## config.mk

```make
export PLATFORM = sky130hd
export DESIGN_NAME = avg_frame_writer
export DESIGN_NICKNAME = d
export VERILOG_FILES = /design/src/rtl/avg_frame_writer_pkg.sv /design/src/rtl/avg_sync_fifo.sv /design/src/rtl/avg_frame_writer.sv
export SDC_FILE = /design/constraint.sdc
export NUM_CORES = 1
export LEC_CHECK = 0
export CORE_MARGIN = 2
export CORE_UTILIZATION = 60
export CTS_BUF_LIST = sky130_fd_sc_hd__clkbuf_8
export CTS_CLUSTER_DIAMETER = 150
export DETAILED_ROUTE_END_ITERATION = 6
export DONT_BUFFER_PORTS = 1
export PLACE_DENSITY = 0.77
export SYNTH_ARGS = -nofsm -noshare
export SYNTH_HDL_FRONTEND = slang
export SYNTH_SLANG_ARGS = --single-unit
```

## constraint.sdc

```tcl
create_clock -name clk -period 5.7 [get_ports clk]
set_clock_uncertainty 0.05 [all_clocks]
set_input_delay 0.855 -clock clk [delete_from_list [all_inputs] [get_ports clk]]
set_output_delay 0.855 -clock clk [all_outputs]
set_load 0.1 [all_outputs]
```

## src/rtl/avg_frame_writer_pkg.sv

```systemverilog
// Shared definitions for the averaged-frame writer: default geometry shared with
// the row-averaging stage, the writer FSM state type and a width helper.
package avg_frame_writer_pkg;

  localparam int DEF_DATA_W     = 8;
  localparam int DEF_ROWS       = 15;
  localparam int DEF_COLS       = 8;
  localparam int DEF_ADDR_W     = 7;
  localparam int DEF_FIFO_DEPTH = 4;
  localparam int FRAME_PIXELS   = DEF_ROWS * DEF_COLS;

  typedef enum logic [1:0] {
    IDLE,
    WRITE,
    DONE
  } wrState_e;

  // Counter width that stays at least one bit for degenerate dimensions.
  function automatic int ceilLog2(input int value);
    return (value > 1) ? $clog2(value) : 1;
  endfunction

endpackage

```

## src/rtl/avg_sync_fifo.sv

```systemverilog
// Small registered synchronous FIFO (no bypass) used as the elastic buffer in
// front of the result memory; caller guarantees push/pop are already qualified.
module avg_sync_fifo #(
  parameter int DATA_W     = 8,
  parameter int FIFO_DEPTH = 4
) (
  input  logic              clk,
  input  logic              reset,
  input  logic              push,
  input  logic              pop,
  input  logic [DATA_W-1:0] wdata,
  output logic [DATA_W-1:0] rdata,
  output logic              full,
  output logic              empty
);

  localparam int PTR_W = $clog2(FIFO_DEPTH);

  logic [DATA_W-1:0] storage [FIFO_DEPTH];
  logic [PTR_W:0]    wrPtr_q, wrPtr_d;
  logic [PTR_W:0]    rdPtr_q, rdPtr_d;

  // Pointers carry one extra wrap bit so full and empty are distinguishable.
  assign empty = (wrPtr_q == rdPtr_q);
  assign full  = (wrPtr_q[PTR_W] != rdPtr_q[PTR_W]) &&
                 (wrPtr_q[PTR_W-1:0] == rdPtr_q[PTR_W-1:0]);
  assign rdata = storage[rdPtr_q[PTR_W-1:0]];

  always_comb begin
    wrPtr_d = wrPtr_q;
    rdPtr_d = rdPtr_q;
    if (push) wrPtr_d = wrPtr_q + 1'b1;
    if (pop)  rdPtr_d = rdPtr_q + 1'b1;
  end

  always_ff @(posedge clk or posedge reset) begin
    if (reset) begin
      wrPtr_q <= '0;
      rdPtr_q <= '0;
    end else begin
      wrPtr_q <= wrPtr_d;
      rdPtr_q <= rdPtr_d;
    end
  end

  always_ff @(posedge clk) begin
    if (push) storage[wrPtr_q[PTR_W-1:0]] <= wdata;
  end

endmodule

```

## src/rtl/avg_frame_writer.sv

```systemverilog
// Buffers the averaged pixel stream and writes one frame into the result memory
// in raster order. Optional frame-maximum tracking is enabled by AVG_FRAME_MAX_EN.
module avg_frame_writer
  import avg_frame_writer_pkg::*;
#(
  parameter int DATA_W     = DEF_DATA_W,
  parameter int ROWS       = DEF_ROWS,
  parameter int COLS       = DEF_COLS,
  parameter int ADDR_W     = DEF_ADDR_W,
  parameter int FIFO_DEPTH = DEF_FIFO_DEPTH
) (
  input  logic              clk,
  input  logic              reset,
  input  logic              in_valid,
  input  logic [DATA_W-1:0] in_data,
  input  logic              mem_ready,
  output logic              mem_wen,
  output logic [ADDR_W-1:0] mem_addr,
  output logic [DATA_W-1:0] mem_wdata,
  output logic              done,
  output logic              overflow,
  output logic [DATA_W-1:0] frame_max
);

  localparam int ROW_W = ceilLog2(ROWS);
  localparam int COL_W = ceilLog2(COLS);
  localparam logic [ROW_W-1:0] LAST_ROW = ROW_W'(ROWS - 1);
  localparam logic [COL_W-1:0] LAST_COL = COL_W'(COLS - 1);

  wrState_e          state_q, state_d;
  logic [ROW_W-1:0]  rowCnt_q, rowCnt_d;
  logic [COL_W-1:0]  colCnt_q, colCnt_d;
  logic [ADDR_W-1:0] lastAddr_q;
  logic [DATA_W-1:0] lastData_q;
  logic              overflow_q;

  logic              fifoFull, fifoEmpty, fifoPush;
  logic [DATA_W-1:0] fifoRdata;
  logic              memWen, writeAccept, lastPixel;
  logic [ADDR_W-1:0] curAddr;

  assign writeAccept = memWen && mem_ready;
  assign fifoPush    = in_valid && (!fifoFull || writeAccept);
  assign lastPixel   = (rowCnt_q == LAST_ROW) && (colCnt_q == LAST_COL);
  assign curAddr     = ADDR_W'(32'(rowCnt_q) * COLS + 32'(colCnt_q));

  avg_sync_fifo #(
    .DATA_W     (DATA_W),
    .FIFO_DEPTH (FIFO_DEPTH)
  ) u_fifo (
    .clk   (clk),
    .reset (reset),
    .push  (fifoPush),
    .pop   (writeAccept),
    .wdata (in_data),
    .rdata (fifoRdata),
    .full  (fifoFull),
    .empty (fifoEmpty)
  );

  always_comb begin
    state_d = state_q;
    memWen  = 1'b0;
    case (state_q)
      IDLE: begin
        if (!fifoEmpty) state_d = WRITE;
      end
      WRITE: begin
        memWen = !fifoEmpty;
        if (memWen && mem_ready && lastPixel) state_d = DONE;
      end
      DONE: begin
        state_d = IDLE;
      end
      default: begin
        state_d = IDLE;
      end
    endcase
  end

  always_comb begin
    rowCnt_d = rowCnt_q;
    colCnt_d = colCnt_q;
    if (writeAccept) begin
      if (colCnt_q == LAST_COL) begin
        colCnt_d = '0;
        rowCnt_d = (rowCnt_q == LAST_ROW) ? '0 : rowCnt_q + 1'b1;
      end else begin
        colCnt_d = colCnt_q + 1'b1;
      end
    end
  end

  // Address/data are remembered so the memory bus holds still between writes.
  always_ff @(posedge clk or posedge reset) begin
    if (reset) begin
      state_q    <= IDLE;
      rowCnt_q   <= '0;
      colCnt_q   <= '0;
      lastAddr_q <= '0;
      lastData_q <= '0;
      overflow_q <= 1'b0;
    end else begin
      state_q  <= state_d;
      rowCnt_q <= rowCnt_d;
      colCnt_q <= colCnt_d;
      if (memWen) begin
        lastAddr_q <= curAddr;
        lastData_q <= fifoRdata;
      end
      if (in_valid && fifoFull && !writeAccept) overflow_q <= 1'b1;
    end
  end

  assign mem_wen   = memWen;
  assign mem_addr  = memWen ? curAddr : lastAddr_q;
  assign mem_wdata = memWen ? fifoRdata : lastData_q;
  assign done      = (state_q == DONE);
  assign overflow  = overflow_q;

`ifdef AVG_FRAME_MAX_EN
  logic [DATA_W-1:0] runMax_q;
  logic [DATA_W-1:0] frameMax_q;

  // The last pixel is already folded into runMax_q when DONE is entered.
  always_ff @(posedge clk or posedge reset) begin
    if (reset) begin
      runMax_q   <= '0;
      frameMax_q <= '0;
    end else if (state_q == DONE) begin
      frameMax_q <= runMax_q;
      runMax_q   <= '0;
    end else if (writeAccept && (fifoRdata > runMax_q)) begin
      runMax_q <= fifoRdata;
    end
  end

  assign frame_max = frameMax_q;
`else
  assign frame_max = '0;
`endif

endmodule
```

Word level (Yosys, flattened, before mapping)
Memory sizes are Yosys's and may differ from the RTL's.
Index checks and enable logic that the tools add are counted.

operators by class
  equality and inequality tests = 9
  reduce and logical (&&, ||, !) cells = 15
  mux-type cells = 10
  add/sub/neg operators = 5

operators by type and width
  cell                                                  number
  adder 3 x 1 -> 3 bit (second input constant)          3
  logical AND 1 bit                                     8
  two-way mux 8 bit                                     1
  adder 7 x 3 -> 7 bit                                  1
  two-way mux 7 bit                                     1
  adder 4 x 1 -> 4 bit (second input constant)          1
  equality test 4 bit (second input constant)           1
  two-way mux 2 bit                                     2
  two-way mux 4 bit                                     1
  inequality test 2 bit (second input constant)         2
  one-hot mux 2 bit (2 select lines)                    1
  AND reduction 2 bit                                   2
  equality test 3 bit                                   1
  equality test 3 bit (second input constant)           1
  zero test 1 bit                                       3
  two-way mux 1 bit                                     3
  two-way mux 3 bit                                     1
  equality test 2 x 1 -> 1 bit (second input constant)  1
  equality test 2 bit                                   1
  equality test 2 bit (second input constant)           1
  zero test 2 bit                                       1
  logical OR 1 bit                                      1
  inequality test 1 bit                                 1

word-level totals
  input port bits = 12
  memories = 1
  output and inout bits = 26
  RAM bits = 32
  register bits after elaboration = 31

memory list
  name            depth  width  read ports  clocked after memory_dff  write ports  RTL line             text
  u_fifo.storage  4      8      1           0                         1            avg_sync_fifo.sv:19  logic [DATA_W-1:0] storage [FIFO_DEPTH];

Depth between registers and ports, before layout
  depth in word-level cells = 8
  mapped depth = 6
  mapped depth without buffers = 6

By module
A second synthesis with hierarchy kept.

second synthesis, totals
  cell total of the unflattened synthesis = 161
  area, all modules = 2697.6 µm²

modules (own cells, without submodules)
  module            times used  area each (µm²)  cells an instance  seq. area each (µm²)
  avg_sync_fifo     1           1503.9           73                 1111.1
  avg_frame_writer  1           1193.6           88                 625.6

Least setup slack after synthesis
OpenSTA, ideal clock, no wires.

  path type = flip-flop to output port
  start = reg u_fifo.rdPtr_q[1]
  end = out mem_addr[0]
  data arrival time = 1.938 ns
  path buffers = 2
  path slack = 2.857 ns
  cell stages (with the launch flop) = 7
  cell sequence = dfrtp_1 buf_6 xnor2_2 and3_4 nor3b_4 buf_12 mux2_4

between the ends
  word-level cells in the longest chain between the ends = 4

RTL lines
  item                    RTL line                text
  from (decl)             avg_sync_fifo.sv:21     logic [PTR_W:0] rdPtr_q, rdPtr_d;
  from (signal assigned)  avg_sync_fifo.sv:42     rdPtr_q <= rdPtr_d;
  equality test 3 bit     avg_sync_fifo.sv:24     assign empty = (wrPtr_q == rdPtr_q);
  zero test 1 bit         avg_frame_writer.sv:69  memWen = !fifoEmpty;
  two-way mux 1 bit       avg_frame_writer.sv:64  case (state_q)
  net mem_wen             avg_frame_writer.sv:17  output logic mem_wen,
  two-way mux 7 bit       n/a
  to (decl)               avg_frame_writer.sv:18  output logic [ADDR_W-1:0] mem_addr,

The timed path passes the listed nets, and every way through them passes these cells.

Final worst setup path
  start = reg u_fifo.rdPtr_q[0]
  end = out mem_wdata[0]

between the ends
  word-level cells in the longest chain between the ends = 4
  elaborated cells on any way between the ends = 5
  classes of those cells = 1 x eq/ne; 2 x mux; 1 x reduce/logical; 1 x memory

RTL lines
  item                 RTL line                text
  equality test 3 bit  avg_sync_fifo.sv:24
  zero test 1 bit      avg_frame_writer.sv:69
  two-way mux 1 bit    avg_frame_writer.sv:64
  two-way mux 8 bit *  n/a
  to (decl)            avg_frame_writer.sv:19  output logic [DATA_W-1:0] mem_wdata,

Every way passes the cells marked *; elsewhere a longest branch is shown, timed or not.

==> impl_results.md <==
* Final setup fails at 0
* DRT iter0 DRCs at 72
* Outcome: completed
* TritonCTS Buffers at 9
* Number of hold violations in the final report at 0
* Layout cells sized above 1 at 23.56%
* Core footprint at 4384 sq um
* Main synth FF type: edfxtp_1
* Fin. max-slew vios at 0
* Met3 GRT Util at 12.10%
* Root buffer cell: clkbuf_8
* IO Pins at 38
* Period utilization at 68.55%
* Critical path arrival at 3.00 ns
* Setup crit end kind: primary output
* CP Max Fanout at 16
* Vias in the first global route at 1391
* Maximum clock rate at 255.9 MHz
* Min cycle time layout at 3.908 ns
* Synthesized area at 2760 sq um
* Initial antenna violation count at 0
* CTS clk-pin slew, worst paths at 0.07 ns
* Residual DRC at 0
* Layer with the highest usage: met2
* Number of synthesized flops with an enable pin at 32
* Row count at 24
* Hold Crit Class: input pin to asynchronous set/reset pin
* Routed via count at 1290
* Vias/cell at 5.708
* Max_cap viols at 0
* First-pass GRT wire length at 6727 microns
* GRT overflow at 0
* Port Buffer Count at 0
* #FFs+latches synth at 63
* Final Wtd Congestion at 0.7196
* Die height at 71.83 microns
* Largest net degree at the start of global routing at 32
* Critical path class: flop to primary output
* Clock buffer depth at 2
* Crit path required time at 4.80 ns
* Aggregate global-route resource usage at 18.67%
* Drt pass-1 iters at 4
* Post-cts resize count at 0
* Sequential cell area fraction in the yosys report at 62.92%
* Met1 Resource Use GR at 20.61%
* ANT nets after route at 0
* Hold_buf cts at 0
* Worst rel slew slack at 29.31%
* Die W at 71.83 microns
* Area Overhead vs Synth at 6.347%
* Ant diodes at 0
* CTS tree: yes
* Type of origin of the critical path: flop
* Grt met2 use at 29.12%
* Synthesized area per cell at 17.14 sq um
* H-tree depth at 3
* RSZ-0062 raised after global routing: false
* Slew at the pin closest to its max-slew limit at 1.056 ns
* TNS Setup at 0 ns
* Starting density of the core at 62.96%
* Synth cell types at 39
* Hold slack at 0.4312 ns
* Largest cells by area after synthesis: edfxtp_1, dfrtp_1, mux4_1
* Skew-Pair Late Insertion Delay at 0.34 ns
* Setup Fix Bufs, Post-CTS at 0
* Die area at 5159 sq um
* Post-synth ARST share at 49.21%
* Top-area cell type share of the netlist area at 34.81%
* Total wire length at 4175 microns
* DP Wirelength at 2800 microns
* Syn Inst Count at 161
* Routed WL per cell at 18.47 microns
* CTS Sinks at 63
* Synth area leader: edfxtp_1
* Yosys warns at 0
* Final net count at 188
through the flow:
step	utilization, %	setup slack, ns	std cells	instance area [sq um]
after CTS	66.95	1.773	226	2935
after global placement	63.01	2.217	210	2763
after detailed placement	63.01	2.156	210	2763
after global routing	66.95	1.623	226	2935
final	66.95	1.792	226	2935
after floorplan	-	2.857	168	2786
cells by family after synthesis:
group                      after synthesis  synth area share (%)
other                                    1                0.1359
adders and majority gates                7                 3.173
muxes                                   27                 16.55
DFF                                     63                 62.92
xor gates and xnor gates                 8                 3.491
AOI/OAI and AO/OA                       13                 3.536
buffers and inverters                   17                 4.533
and+or+nand+nor                         25                 5.666
worst paths after layout:
check | from | end | slack [ns] | cells after the start
min in group clk | colCnt_q[0] | colCnt_q[0] | 0.46 | 1
setup / recovery | u_fifo.rdPtr_q[0] | mem_wdata[0] | 1.79 | 4
hold reg to reg | colCnt_q[0] | colCnt_q[0] | 0.46 | 1
hold / removal | reset | lastData_q[1] | 0.43 | 2
max in group asynchronous | reset | lastAddr_q[1] | 4.87 | 2
setup reg to reg | u_fifo.rdPtr_q[0] | lastData_q[0] | 2.82 | 4
cell type report:
cell class,count,area (sq um)
Clock inverter,7,48.80
Multi-Input combinational cell,88,927.1
Tap cell,52,65.06
Fill cell,301,1449
Sequential cell,63,1737
Clock buffer,9,123.9
Inverter,5,18.77
Timing Repair Buffer,2,15.01
state kept, by name (all words and copies together) (netlist names):
name and cells:
u_fifo.storage 32, lastData_q 8, lastAddr_q 7, rowCnt_q 4
colCnt_q 3, u_fifo.rdPtr_q 3, u_fifo.wrPtr_q 3, state_q 2
overflow 1
cell usage in the layout (no fill, tap or decap), types with 4 or more instances in the layout:
master,synthesis,final
and2_1,4,4
nand2_1,6,6
inv_1,5,6
mux2_4,9,9
edfxtp_1,32,32
ha_1,7,7
clkbuf_8,0,9
dfrtp_1,31,31
mux2_2,8,8
conb_1,1,8
mux4_1,8,8
o21ai_0,4,4
critical path, cell delays in order, from the launching register on:
cell	delay (ns)
dfrtp_1	0.76
xnor2_4	0.18
and3_4	0.20
nor3b_4	0.82
mux2_2	0.69
routing by layer:
| layer | vias up | wire, microns |
|---|---|---|
| li1 | 601 | - |
| met1 | 644 | 1666 |
| met2 | 41 | 2095 |
| met3 | 4 | 374 |
| met4 | 0 | 39 |
| met5 | - | 0 |
synthesized netlist by cell type (2+ instances only):
cell type / instances
mux2_2: 8
nand3_1: 2
ha_1: 7
buf_6: 2
inv_1: 5
nor3_1: 2
nand2_1: 6
mux4_1: 8
o21ai_0: 4
xor2_1: 3
buf_4: 8
mux2_4: 9
nand3b_1: 2
nor2b_1: 4
dfrtp_1: 31
and2_1: 4
xnor2_1: 3
edfxtp_1: 32
Power is left out: the tool's default activity adds up to more than one toggle a clock period on the data nets, which glitch-free logic cannot reach.
